### src/rtl/pcss_pkg.sv
// Shared constants, packet field codes and types for the PCSS chip top.
package pcss_pkg;

  localparam int PKT_W      = 60;  // full packet width (flit payload + connection bit)
  localparam int FLIT_W     = 16;  // link flit width
  localparam int NFLIT      = 4;   // flits per packet
  localparam int NLINK      = 4;   // E, N, W, S
  localparam int FIFO_DEPTH = 4;   // outbound spikes buffered per link

  typedef enum logic [1:0] {
    PT_CFG   = 2'b00,
    PT_SPIKE = 2'b01,
    PT_RSV2  = 2'b10,
    PT_RSV3  = 2'b11
  } ptype_e;

  typedef enum logic [1:0] {
    PORT_E = 2'd0,
    PORT_N = 2'd1,
    PORT_W = 2'd2,
    PORT_S = 2'd3
  } port_e;

  typedef struct packed {
    logic        en;
    port_e       port;
    logic [15:0] dst;
  } route_t;

  typedef enum logic [1:0] {
    TX_IDLE  = 2'd0,  // nothing releasable
    TX_VALID = 2'd1,  // flit driven, waiting for peer ready
    TX_WAIT  = 2'd2,  // flit answered, waiting for peer ready to drop
    TX_DONE  = 2'd3   // last flit answered, waiting for peer ready to drop
  } tx_state_e;

  // Flit idx of a packet; f0 carries the top 12 bits zero-extended.
  function automatic logic [FLIT_W-1:0] pkt_flit(input logic [PKT_W-1:0] pkt,
                                                 input logic [1:0] idx);
    logic [FLIT_W-1:0] flit;
    case (idx)
      2'd0:    flit = {4'b0000, pkt[59:48]};
      2'd1:    flit = pkt[47:32];
      2'd2:    flit = pkt[31:16];
      default: flit = pkt[15:0];
    endcase
    return flit;
  endfunction

endpackage

### src/rtl/pcss_link.sv
// One PCSS link: 4-phase flit receiver with packet holding register,
// 4-deep outbound spike FIFO gated by timestep release, and 4-phase transmitter.
module pcss_link
  import pcss_pkg::*;
(
  input  logic              clk,
  input  logic              rst_n,
  input  logic [FLIT_W-1:0] i_recv_data,
  input  logic              i_recv_valid,
  input  logic              i_recv_par,
  output logic              o_recv_ready,
  output logic              o_recv_err,
  output logic [PKT_W-1:0]  o_rx_pkt,
  output logic              o_rx_full,
  input  logic              i_rx_take,
  input  logic              i_push,
  input  logic [PKT_W-1:0]  i_push_pkt,
  output logic              o_fifo_full,
  input  logic              i_tik_edge,
  output logic [FLIT_W-1:0] o_send_data,
  output logic              o_send_valid,
  output logic              o_send_par,
  input  logic              i_send_ready,
  input  logic              i_send_err
);

  logic             r_rx_ready;
  logic             r_rx_err;
  logic [1:0]       r_rx_cnt;
  logic             r_rx_bad;
  logic             r_rx_full;
  logic [PKT_W-1:0] r_rx_pkt;
  logic             w_par_bad;

  logic [PKT_W-1:0] r_fifo [FIFO_DEPTH];
  logic [1:0]       r_wr_ptr;
  logic [1:0]       r_rd_ptr;
  logic [2:0]       r_count;
  logic [2:0]       r_rel;     // entries at the head that may be transmitted
  logic             w_pop;

  tx_state_e        r_tx_state;
  tx_state_e        w_tx_state_next;
  logic [1:0]       r_tx_cnt;
  logic [1:0]       w_tx_cnt_next;
  logic [FLIT_W-1:0] w_flit;

  assign w_par_bad = i_recv_par ^ (^i_recv_data);

  // Receiver: ack one flit per 4-phase cycle, assemble the packet, drop it if any flit was corrupt.
  always_ff @(posedge clk) begin
    if (!rst_n) begin
      r_rx_ready <= 1'b0;
      r_rx_err   <= 1'b0;
      r_rx_cnt   <= 2'd0;
      r_rx_bad   <= 1'b0;
      r_rx_full  <= 1'b0;
      r_rx_pkt   <= '0;
    end else begin
      if (i_rx_take) r_rx_full <= 1'b0;
      if (!r_rx_ready) begin
        // A held packet blocks the next f0 until the arbiter consumes it.
        if (i_recv_valid && !r_rx_full) begin
          r_rx_ready <= 1'b1;
          r_rx_err   <= w_par_bad;
          r_rx_cnt   <= r_rx_cnt + 2'd1;
          case (r_rx_cnt)
            2'd0:    r_rx_pkt[59:48] <= i_recv_data[11:0];
            2'd1:    r_rx_pkt[47:32] <= i_recv_data;
            2'd2:    r_rx_pkt[31:16] <= i_recv_data;
            default: r_rx_pkt[15:0]  <= i_recv_data;
          endcase
          if (r_rx_cnt == 2'd0) r_rx_bad <= w_par_bad;
          else                  r_rx_bad <= r_rx_bad | w_par_bad;
          if (r_rx_cnt == 2'(NFLIT - 1)) r_rx_full <= ~(r_rx_bad | w_par_bad);
        end
      end else if (!i_recv_valid) begin
        r_rx_ready <= 1'b0;
        r_rx_err   <= 1'b0;
      end
    end
  end

  assign o_recv_ready = r_rx_ready;
  assign o_recv_err   = r_rx_err;
  assign o_rx_pkt     = r_rx_pkt;
  assign o_rx_full    = r_rx_full;

  // FIFO storage: plain write port, no reset needed on the data.
  always_ff @(posedge clk) begin
    if (i_push) r_fifo[r_wr_ptr] <= i_push_pkt;
  end

  // FIFO pointers, occupancy and the releasable count captured at each timestep edge.
  always_ff @(posedge clk) begin
    if (!rst_n) begin
      r_wr_ptr <= 2'd0;
      r_rd_ptr <= 2'd0;
      r_count  <= 3'd0;
      r_rel    <= 3'd0;
    end else begin
      if (i_push) r_wr_ptr <= r_wr_ptr + 2'd1;
      if (w_pop)  r_rd_ptr <= r_rd_ptr + 2'd1;
      r_count <= r_count + {2'b00, i_push} - {2'b00, w_pop};
      // A push landing on the edge cycle waits for the following edge.
      if (i_tik_edge) r_rel <= r_count - {2'b00, w_pop};
      else            r_rel <= r_rel - {2'b00, w_pop};
    end
  end

  assign o_fifo_full = (r_count == 3'(FIFO_DEPTH));

  // Transmitter state register.
  always_ff @(posedge clk) begin
    if (!rst_n) begin
      r_tx_state <= TX_IDLE;
      r_tx_cnt   <= 2'd0;
    end else begin
      r_tx_state <= w_tx_state_next;
      r_tx_cnt   <= w_tx_cnt_next;
    end
  end

  // Transmitter next state: a peer error keeps the flit index so the same flit is resent.
  always_comb begin
    w_tx_state_next = r_tx_state;
    w_tx_cnt_next   = r_tx_cnt;
    w_pop           = 1'b0;
    case (r_tx_state)
      TX_IDLE: begin
        if (r_rel != 3'd0) begin
          w_tx_state_next = TX_VALID;
          w_tx_cnt_next   = 2'd0;
        end
      end
      TX_VALID: begin
        if (i_send_ready) begin
          w_tx_state_next = TX_WAIT;
          if (!i_send_err) begin
            if (r_tx_cnt == 2'(NFLIT - 1)) begin
              w_pop           = 1'b1;
              w_tx_state_next = TX_DONE;
              w_tx_cnt_next   = 2'd0;
            end else begin
              w_tx_cnt_next = r_tx_cnt + 2'd1;
            end
          end
        end
      end
      TX_WAIT: if (!i_send_ready) w_tx_state_next = TX_VALID;
      TX_DONE: if (!i_send_ready) w_tx_state_next = TX_IDLE;
      default: w_tx_state_next = TX_IDLE;
    endcase
  end

  assign w_flit       = pkt_flit(r_fifo[r_rd_ptr], r_tx_cnt);
  assign o_send_valid = (r_tx_state == TX_VALID);
  assign o_send_data  = o_send_valid ? w_flit : '0;
  assign o_send_par   = ^o_send_data;

endmodule

### src/rtl/pcss_chip_top.sv
// PCSS chip top: four links, route table, round-robin packet consumer, tik synchroniser.
module pcss_chip_top
  import pcss_pkg::*;
#(
  parameter int FW             = 59,
  parameter int B              = 4,
  parameter int CONNECT        = 2,
  parameter int P_MESH         = 5,
  parameter int P_HIER         = 7,
  parameter int CHIPDATA_WIDTH = 16
) (
  input  logic                      clk,
  input  logic                      rst_n,
  input  logic                      tik,
  input  logic [CHIPDATA_WIDTH-1:0] recv_data_in_E,
  input  logic                      recv_data_valid_E,
  input  logic                      recv_data_par_E,
  output logic                      recv_data_ready_E,
  output logic                      recv_data_err_E,
  output logic [CHIPDATA_WIDTH-1:0] send_data_out_E,
  output logic                      send_data_valid_E,
  output logic                      send_data_par_E,
  input  logic                      send_data_ready_E,
  input  logic                      send_data_err_E,
  input  logic [CHIPDATA_WIDTH-1:0] recv_data_in_N,
  input  logic                      recv_data_valid_N,
  input  logic                      recv_data_par_N,
  output logic                      recv_data_ready_N,
  output logic                      recv_data_err_N,
  output logic [CHIPDATA_WIDTH-1:0] send_data_out_N,
  output logic                      send_data_valid_N,
  output logic                      send_data_par_N,
  input  logic                      send_data_ready_N,
  input  logic                      send_data_err_N,
  input  logic [CHIPDATA_WIDTH-1:0] recv_data_in_W,
  input  logic                      recv_data_valid_W,
  input  logic                      recv_data_par_W,
  output logic                      recv_data_ready_W,
  output logic                      recv_data_err_W,
  output logic [CHIPDATA_WIDTH-1:0] send_data_out_W,
  output logic                      send_data_valid_W,
  output logic                      send_data_par_W,
  input  logic                      send_data_ready_W,
  input  logic                      send_data_err_W,
  input  logic [CHIPDATA_WIDTH-1:0] recv_data_in_S,
  input  logic                      recv_data_valid_S,
  input  logic                      recv_data_par_S,
  output logic                      recv_data_ready_S,
  output logic                      recv_data_err_S,
  output logic [CHIPDATA_WIDTH-1:0] send_data_out_S,
  output logic                      send_data_valid_S,
  output logic                      send_data_par_S,
  input  logic                      send_data_ready_S,
  input  logic                      send_data_err_S
);

  localparam int PW = FW + $clog2(CONNECT);

  // Router port counts only matter to the surrounding fabric.
  logic w_unused_params;
  assign w_unused_params = ^{P_MESH[0], P_HIER[0], PW[0]};

  logic [CHIPDATA_WIDTH-1:0] w_recv_data [NLINK];
  logic [CHIPDATA_WIDTH-1:0] w_send_data [NLINK];
  logic [NLINK-1:0] w_recv_valid, w_recv_par, w_recv_ready, w_recv_err;
  logic [NLINK-1:0] w_send_valid, w_send_par, w_send_ready, w_send_err;
  logic [NLINK-1:0] w_rx_full, w_take, w_push, w_fifo_full;
  logic [PKT_W-1:0] w_rx_pkt [NLINK];
  logic [PKT_W-1:0] w_pkt;
  logic [PKT_W-1:0] w_push_pkt;

  route_t     r_route [2**B];
  route_t     w_entry;
  logic [1:0] r_rr;
  logic [1:0] w_sel;
  logic       w_any;
  logic       w_cfg_we;
  logic       r_tik_meta, r_tik_sync, r_tik_prev;
  logic       w_tik_edge;

  assign w_recv_data[0] = recv_data_in_E;
  assign w_recv_data[1] = recv_data_in_N;
  assign w_recv_data[2] = recv_data_in_W;
  assign w_recv_data[3] = recv_data_in_S;
  assign w_recv_valid   = {recv_data_valid_S, recv_data_valid_W, recv_data_valid_N, recv_data_valid_E};
  assign w_recv_par     = {recv_data_par_S, recv_data_par_W, recv_data_par_N, recv_data_par_E};
  assign w_send_ready   = {send_data_ready_S, send_data_ready_W, send_data_ready_N, send_data_ready_E};
  assign w_send_err     = {send_data_err_S, send_data_err_W, send_data_err_N, send_data_err_E};
  assign {recv_data_ready_S, recv_data_ready_W, recv_data_ready_N, recv_data_ready_E} = w_recv_ready;
  assign {recv_data_err_S, recv_data_err_W, recv_data_err_N, recv_data_err_E}         = w_recv_err;
  assign {send_data_valid_S, send_data_valid_W, send_data_valid_N, send_data_valid_E} = w_send_valid;
  assign {send_data_par_S, send_data_par_W, send_data_par_N, send_data_par_E}         = w_send_par;
  assign send_data_out_E = w_send_data[0];
  assign send_data_out_N = w_send_data[1];
  assign send_data_out_W = w_send_data[2];
  assign send_data_out_S = w_send_data[3];

  generate
    for (genvar gi = 0; gi < NLINK; gi++) begin : g_link
      pcss_link u_link (
        .clk          (clk),
        .rst_n        (rst_n),
        .i_recv_data  (w_recv_data[gi]),
        .i_recv_valid (w_recv_valid[gi]),
        .i_recv_par   (w_recv_par[gi]),
        .o_recv_ready (w_recv_ready[gi]),
        .o_recv_err   (w_recv_err[gi]),
        .o_rx_pkt     (w_rx_pkt[gi]),
        .o_rx_full    (w_rx_full[gi]),
        .i_rx_take    (w_take[gi]),
        .i_push       (w_push[gi]),
        .i_push_pkt   (w_push_pkt),
        .o_fifo_full  (w_fifo_full[gi]),
        .i_tik_edge   (w_tik_edge),
        .o_send_data  (w_send_data[gi]),
        .o_send_valid (w_send_valid[gi]),
        .o_send_par   (w_send_par[gi]),
        .i_send_ready (w_send_ready[gi]),
        .i_send_err   (w_send_err[gi])
      );
    end
  endgenerate

  // Two-flop tik synchroniser plus a history flop; any change is a timestep boundary.
  always_ff @(posedge clk) begin
    if (!rst_n) begin
      r_tik_meta <= 1'b0;
      r_tik_sync <= 1'b0;
      r_tik_prev <= 1'b0;
    end else begin
      r_tik_meta <= tik;
      r_tik_sync <= r_tik_meta;
      r_tik_prev <= r_tik_sync;
    end
  end
  assign w_tik_edge = r_tik_sync ^ r_tik_prev;

  // Pick the first holding receiver at or after the round-robin pointer, then decode its packet.
  always_comb begin
    logic [1:0] v_idx;
    v_idx    = 2'd0;
    w_sel    = r_rr;
    w_any    = 1'b0;
    for (int k = NLINK - 1; k >= 0; k--) begin
      v_idx = r_rr + 2'(k);
      if (w_rx_full[v_idx]) begin
        w_sel = v_idx;
        w_any = 1'b1;
      end
    end
    w_pkt      = w_rx_pkt[w_sel];
    w_entry    = r_route[w_pkt[57 -: B]];
    w_push_pkt = {w_pkt[59:16], w_entry.dst};
    w_take     = '0;
    w_push     = '0;
    w_cfg_we   = 1'b0;
    if (w_any) begin
      case (w_pkt[59:58])
        PT_CFG: begin
          w_cfg_we      = 1'b1;
          w_take[w_sel] = 1'b1;
        end
        PT_SPIKE: begin
          if (!w_entry.en) begin
            w_take[w_sel] = 1'b1;
          end else if (!w_fifo_full[w_entry.port]) begin
            // Full FIFO leaves the packet in its receiver for a later retry.
            w_push[w_entry.port] = 1'b1;
            w_take[w_sel]        = 1'b1;
          end
        end
        default: w_take[w_sel] = 1'b1;
      endcase
    end
  end

  // Route table writes from config packets; pointer moves past every receiver offered a turn.
  always_ff @(posedge clk) begin
    if (!rst_n) begin
      for (int i = 0; i < 2**B; i++) r_route[i] <= '0;
      r_rr <= 2'd0;
    end else begin
      if (w_cfg_we) begin
        r_route[w_pkt[57 -: B]] <= '{en: w_pkt[53], port: port_e'(w_pkt[52:51]), dst: w_pkt[15:0]};
      end
      if (w_any) r_rr <= w_sel + 2'd1;
    end
  end

endmodule

### config.mk
export PLATFORM = sky130hd
export DESIGN_NAME = pcss_chip_top
export DESIGN_NICKNAME = d
export VERILOG_FILES = /design/src/rtl/pcss_pkg.sv /design/src/rtl/pcss_link.sv /design/src/rtl/pcss_chip_top.sv
export SDC_FILE = /design/constraint.sdc
export NUM_CORES = 2
export LEC_CHECK = 0
export CAP_MARGIN = 20
export CORE_ASPECT_RATIO = 0.7
export CORE_MARGIN = 5
export CORE_UTILIZATION = 30
export DETAILED_ROUTE_END_ITERATION = 6
export SYNTH_ARGS = -nofsm -noshare
export SYNTH_HDL_FRONTEND = slang
export SYNTH_SLANG_ARGS = --single-unit
### constraint.sdc
create_clock -name clk -period 7 [get_ports clk]
set_input_delay 1.4 -clock clk [delete_from_list [all_inputs] [get_ports clk]]
set_output_delay 1.4 -clock clk [all_outputs]
set_load 0.1 [all_outputs]
# Word-level counts from Yosys, hierarchy flattened
# Memory sizes are Yosys's and may differ from the RTL's. A register that Yosys moved wholly into a read port is not among the register bits.
# Index checks and enable logic that the tools add are counted.
# totals
reg_bits	325
ram_bits	1264
output_inout_bits	80
n_memories	5
# mem_list
name	depth	word_bits	read_ports	rd_clocked_by_memory_dff	write_ports	line_no	text
r_route	16	19	1	0	16	pcss_chip_top.sv:72	route_t r_route [2**B];
g_link[0].u_link.r_fifo	4	60	1	1	1	pcss_link.sv:35	logic [PKT_W-1:0] r_fifo [FIFO_DEPTH];
g_link[1].u_link.r_fifo	4	60	1	1	1	pcss_link.sv:35	
g_link[2].u_link.r_fifo	4	60	1	1	1	pcss_link.sv:35	
g_link[3].u_link.r_fifo	4	60	1	1	1	pcss_link.sv:35	
# op_classes
addsub	36
order_cmp	9
n_eq_ne	65
mux	178
n_bitwise	22
reduce_logical	80
# op_table
op	n
$pmux W16 S3	4
$reduce_xor A16 Y1	8
$bmux W60 S2	1
$mux W60	2
$mux W2	48
$mux W1	90
$mux W16	4
$eq A2 B2 Y1 const B	24
$reduce_and A3 Y1	16
$ne A2 B2 Y1 const B	20
$add A2 B1 Y2 const B	18
$mux W4	9
$sub A3 B1 Y3	12
$pmux W2 S4	4
$reduce_and A4 Y1	8
$eq A2 B1 Y1 const B	13
$logic_not A2 Y1	13
$mux W19	1
$reduce_or A19 Y1	1
$lt A2 B3 Y1 const B	6
$pmux W2 S2	4
$reduce_and A2 Y1	8
$reduce_bool A2 Y1	8
$add A3 B1 Y3	4
16 further kinds	64

# Logic depth before layout (Yosys ltp)
# An unclocked memory read counts as a cell.
# logic_depth
word_depth	22
ltp_mapped	21
mapped_depth_nobuf	18

# Modules after synthesis
# A second synthesis with hierarchy kept.
# hier_totals
hier_cells	5017
area_unflattened_um2	67511.0
# modules_own_cells
mod	n_inst	cells_each	area_each_um2	seq_area_each_um2
pcss_chip_top	1	1398	15498.6	9228.9
pcss_link at g_link[3].u_link	1	913	13046.3	8848.5
pcss_link at g_link[2].u_link	1	915	13033.8	8848.5
pcss_link at g_link[0].u_link	1	896	13015.0	8848.5
pcss_link at g_link[1].u_link	1	895	12917.4	8848.5

# Worst setup path before layout
# OpenSTA, ideal clock, no wires.
# synth_path
path_type	register -> output
start	reg (tool-made name)
end	out send_data_par_E
t_arrival_ps	6450
required_time_ps	5600
slack_ps	-850
path_stages_with_launch	9
path_buffers	2
path_cell_list	dfxtp_1 > clkbuf_1 > buf_1 > mux4_2 > nand2_1 > a311oi_1 > xnor3_1 > xnor2_1 > xnor2_1
# synth_lines
item	line_no	text
end, declared	pcss_chip_top.sv:22	output logic send_data_par_E,

==> impl_metrics.env <==
export IMPL_whs_ns=0.464
export IMPL_initial_core_util=0.303
export IMPL_yosysUniqueCellTypes=73
export IMPL_clkLatencyLatePin_ns=0.79
export IMPL_highest_layer="met4"
export IMPL_p_sw_mw=4.84
export IMPL_dp_hpwl_mm=126
export IMPL_path_clk_slew_ns=0.06
export IMPL_final_antenna_net_count=0
export IMPL_max_slew_margin=0.212
export IMPL_io_buffers=162
export IMPL_fin_crit_sh=0.900
export IMPL_syn2layout_area_growth_pct=17.4
export IMPL_clock_skew_ns=0.0273
export IMPL_postCtsHoldBufs=0
export IMPL_power_report_internal_total_mw=15.8
export IMPL_die_x_um=574
export IMPL_finalNetCount=5295
export IMPL_synth_area_per_cell_um2=13.4
export IMPL_ys_seq_elements=1597
export IMPL_root_buffer="clkbuf_16"
export IMPL_drt_wl_total_mm=200
export IMPL_numClockSinks=1597
export IMPL_drtPass1Iterations=5
export IMPL_finalPower_mw=20.6
export IMPL_num_io_pins=163
export IMPL_syn_area_um2=66800
export IMPL_synth_fp_nets=5150
export IMPL_dieArea_um2=232000
export IMPL_core_area_um2=221000
export IMPL_crit_required_ns=5.60
export IMPL_drt_met1_wl_mm=82.8
export IMPL_rsz0062_at_grt="false"
export IMPL_grt_usage=0.168
export IMPL_cts_tree="yes"
export IMPL_cts_buffer_depth=3
export IMPL_die_h_um=405
export IMPL_grt_pass1_wl_mm=286
export IMPL_drt_iter0_drc=5275
export IMPL_clkPwrFrac=0.418
export IMPL_hold_class="reg2reg"
export IMPL_status="complete, no violations"
export IMPL_synth_yosys_seq_area_share=0.668
export IMPL_grt_pass1_vias=40454
export IMPL_cts_resized=0
export IMPL_yosysWarnings=0
export IMPL_cp_arrival_ns=4.90
export IMPL_hold_viol_final=0
export IMPL_mostFrequentLayoutCells="1264 x edfxtp_1, 1090 x nand2_1, 407 x nor2_1"
export IMPL_cp_start_kind="flip-flop"
export IMPL_dr_total_vias=41978
export IMPL_postCtsSetupBuffers=0
export IMPL_grt_max_degree=205
export IMPL_fin_area_um2=78400
export IMPL_power_leakage_nw=25.0
export IMPL_drc_errors=0
export IMPL_grt_ovfl_total=0
export IMPL_maxCapViolCount=0
export IMPL_p_sw_frac=0.235
export IMPL_path_class="reg2out"
export IMPL_slew_violations=0
export IMPL_gp_routability_congestion=0.903
export IMPL_antenna_found_initial=18
export IMPL_fillers=20859
export IMPL_ir_worst_vdd_v=0.000213
export IMPL_synth_edf_count=1264
export IMPL_wl_per_cell_um=24.4
export IMPL_rows=144
export IMPL_endpoint_kind="output pin"
export IMPL_fin_util=0.355
export IMPL_synthCells=4991
export IMPL_cts_made_buffers=160
export IMPL_place_area_um2=73000
export IMPL_power_frac_comb=0.072
export IMPL_synthArstFlopShare=0
export IMPL_tightestPinTransition_ns=1.18
export IMPL_pwr_share_seq=0.510
export IMPL_htreeDepth=4
export IMPL_finalCriticalPeriod_ns=6.30
export IMPL_max_freq_mhz=159
export IMPL_drive_gt1_frac=0.154
export IMPL_met2_length_mm=87.4
export IMPL_via_per_inst=5.12
export IMPL_dr_wl_met3_mm=22.3
export IMPL_critPathMaxFanout=37
export IMPL_setup_viol=0
export IMPL_ys_flop_type="edfxtp_1"
export IMPL_final_common_cell="edfxtp_1"
export IMPL_power_density_nw_per_um2=263
==> critical path, stage by stage, from the launching register on <==
cell and delay, ns:
dfxtp_4 0.86, buf_12 0.30, mux4_2 0.52, a22oi_1 0.30
a311oi_2 0.18, xnor3_1 0.42, xnor2_1 0.15, xnor2_1 0.20
clkdlybuf4s50_1 1.17
==> Yosys cell counts (all sizes together) (31+ instances only) <==
cell type  number  area share
a311oi         66      0.0087
a22oi          48      0.0054
and3           72      0.0067
ha             72       0.013
nor2b          31      0.0030
nor2          412       0.023
dfxtp         333        0.10
buf            72      0.0052
nand2        1090       0.061
edfxtp       1264        0.57
clkbuf        264       0.015
a21boi        246       0.028
nand3         140       0.011
nor3           31      0.0027
and2           69      0.0065
a21oi          80      0.0061
mux4          240       0.081
a31oi          57      0.0053
xnor2         102       0.013
inv            70      0.0040
==> area by class of cell <==
class / instances / area [um^2] / share of cell area
sequential: 1597 / 44600 / 0.570
multi-input combinational: 2988 / 21400 / 0.273
clock buffer: 219 / 4480 / 0.0572
tap: 2920 / 3650 / 0.0466
timing repair buffer: 319 / 3130 / 0.0399
clock inverter: 77 / 776 / 0.00990
inverter: 70 / 269 / 0.00343
antenna: 6 / 15.0 / 0.000192
==> sequential cells by signal, summed over array words and instances (netlist names), 12 cells and up, named ones only <==
| signal | flops |
|---|---|
| g_link.u_link.r_fifo | 960 |
| g_link.u_link.r_rel | 12 |
| r_route | 304 |
| g_link.u_link.o_rx_pkt | 240 |
| g_link.u_link.r_count | 12 |
==> path summary, 6_finish.rpt <==
kind              depth (start not counted)  slack (ns)                                  endpoint                              startpoint
setup / recovery                          8        0.70                           send_data_par_W                               flip-flop
hold / removal                            2        0.46    g_link[1].u_link.r_rx_bad$_SDFFE_PN0P_  g_link[1].u_link.r_rx_bad$_SDFFE_PN0P_
setup reg to reg                         15        1.46  g_link[3].u_link.r_fifo[2][55]$_DFFE_PP_   g_link[3].u_link.o_rx_full$_SDFF_PN0_
hold reg to reg                           2        0.46    g_link[1].u_link.r_rx_bad$_SDFFE_PN0P_  g_link[1].u_link.r_rx_bad$_SDFFE_PN0P_
==> power groups by stage <==
stage / Combinational, mW / Clock, mW / Sequential [mW]
after global routing: 1.55 / 9.17 / 10.5
final: 1.48 / 8.62 / 10.5
after detailed placement: 1.45 / 0 / 10.7
after global placement: 1.42 / 0 / 10.7
after floorplan: 0.660 / 0 / 10.7
after CTS: 1.45 / 8.75 / 10.5
==> cells by family (layout without fill, tap and decap cells) <==
family | after synthesis | count (layout) | share of synthesized area
flops | 1597 | 1597 | 0.668
buf+inv | 406 | 685 | 0.0240
xor+xnor | 139 | 139 | 0.0207
other cells | 0 | 6 | 0
mux | 270 | 270 | 0.0856
fa+ha+maj | 76 | 76 | 0.0147
simple gates | 1910 | 1910 | 0.122
compound gates | 593 | 593 | 0.0652
==> per-stage QoR <==
stage                     setup TNS [ns]  cells  setup slack (ns)
after detailed placement               0   7891              1.44
after global routing                   0   8191             0.348
after global placement                 0   7889              1.44
final                                  0   8196             0.698
after floorplan                   -0.414   4991            -0.414
after CTS                              0   8187             0.562
==> routing by layer <==
layer	track usage	up-vias
li1	-	18443
met1	0.232	21275
met2	0.250	1946
met3	0.0489	314
met4	0.0617	0
met5	0	-
Power figures use the tool's default switching activity.
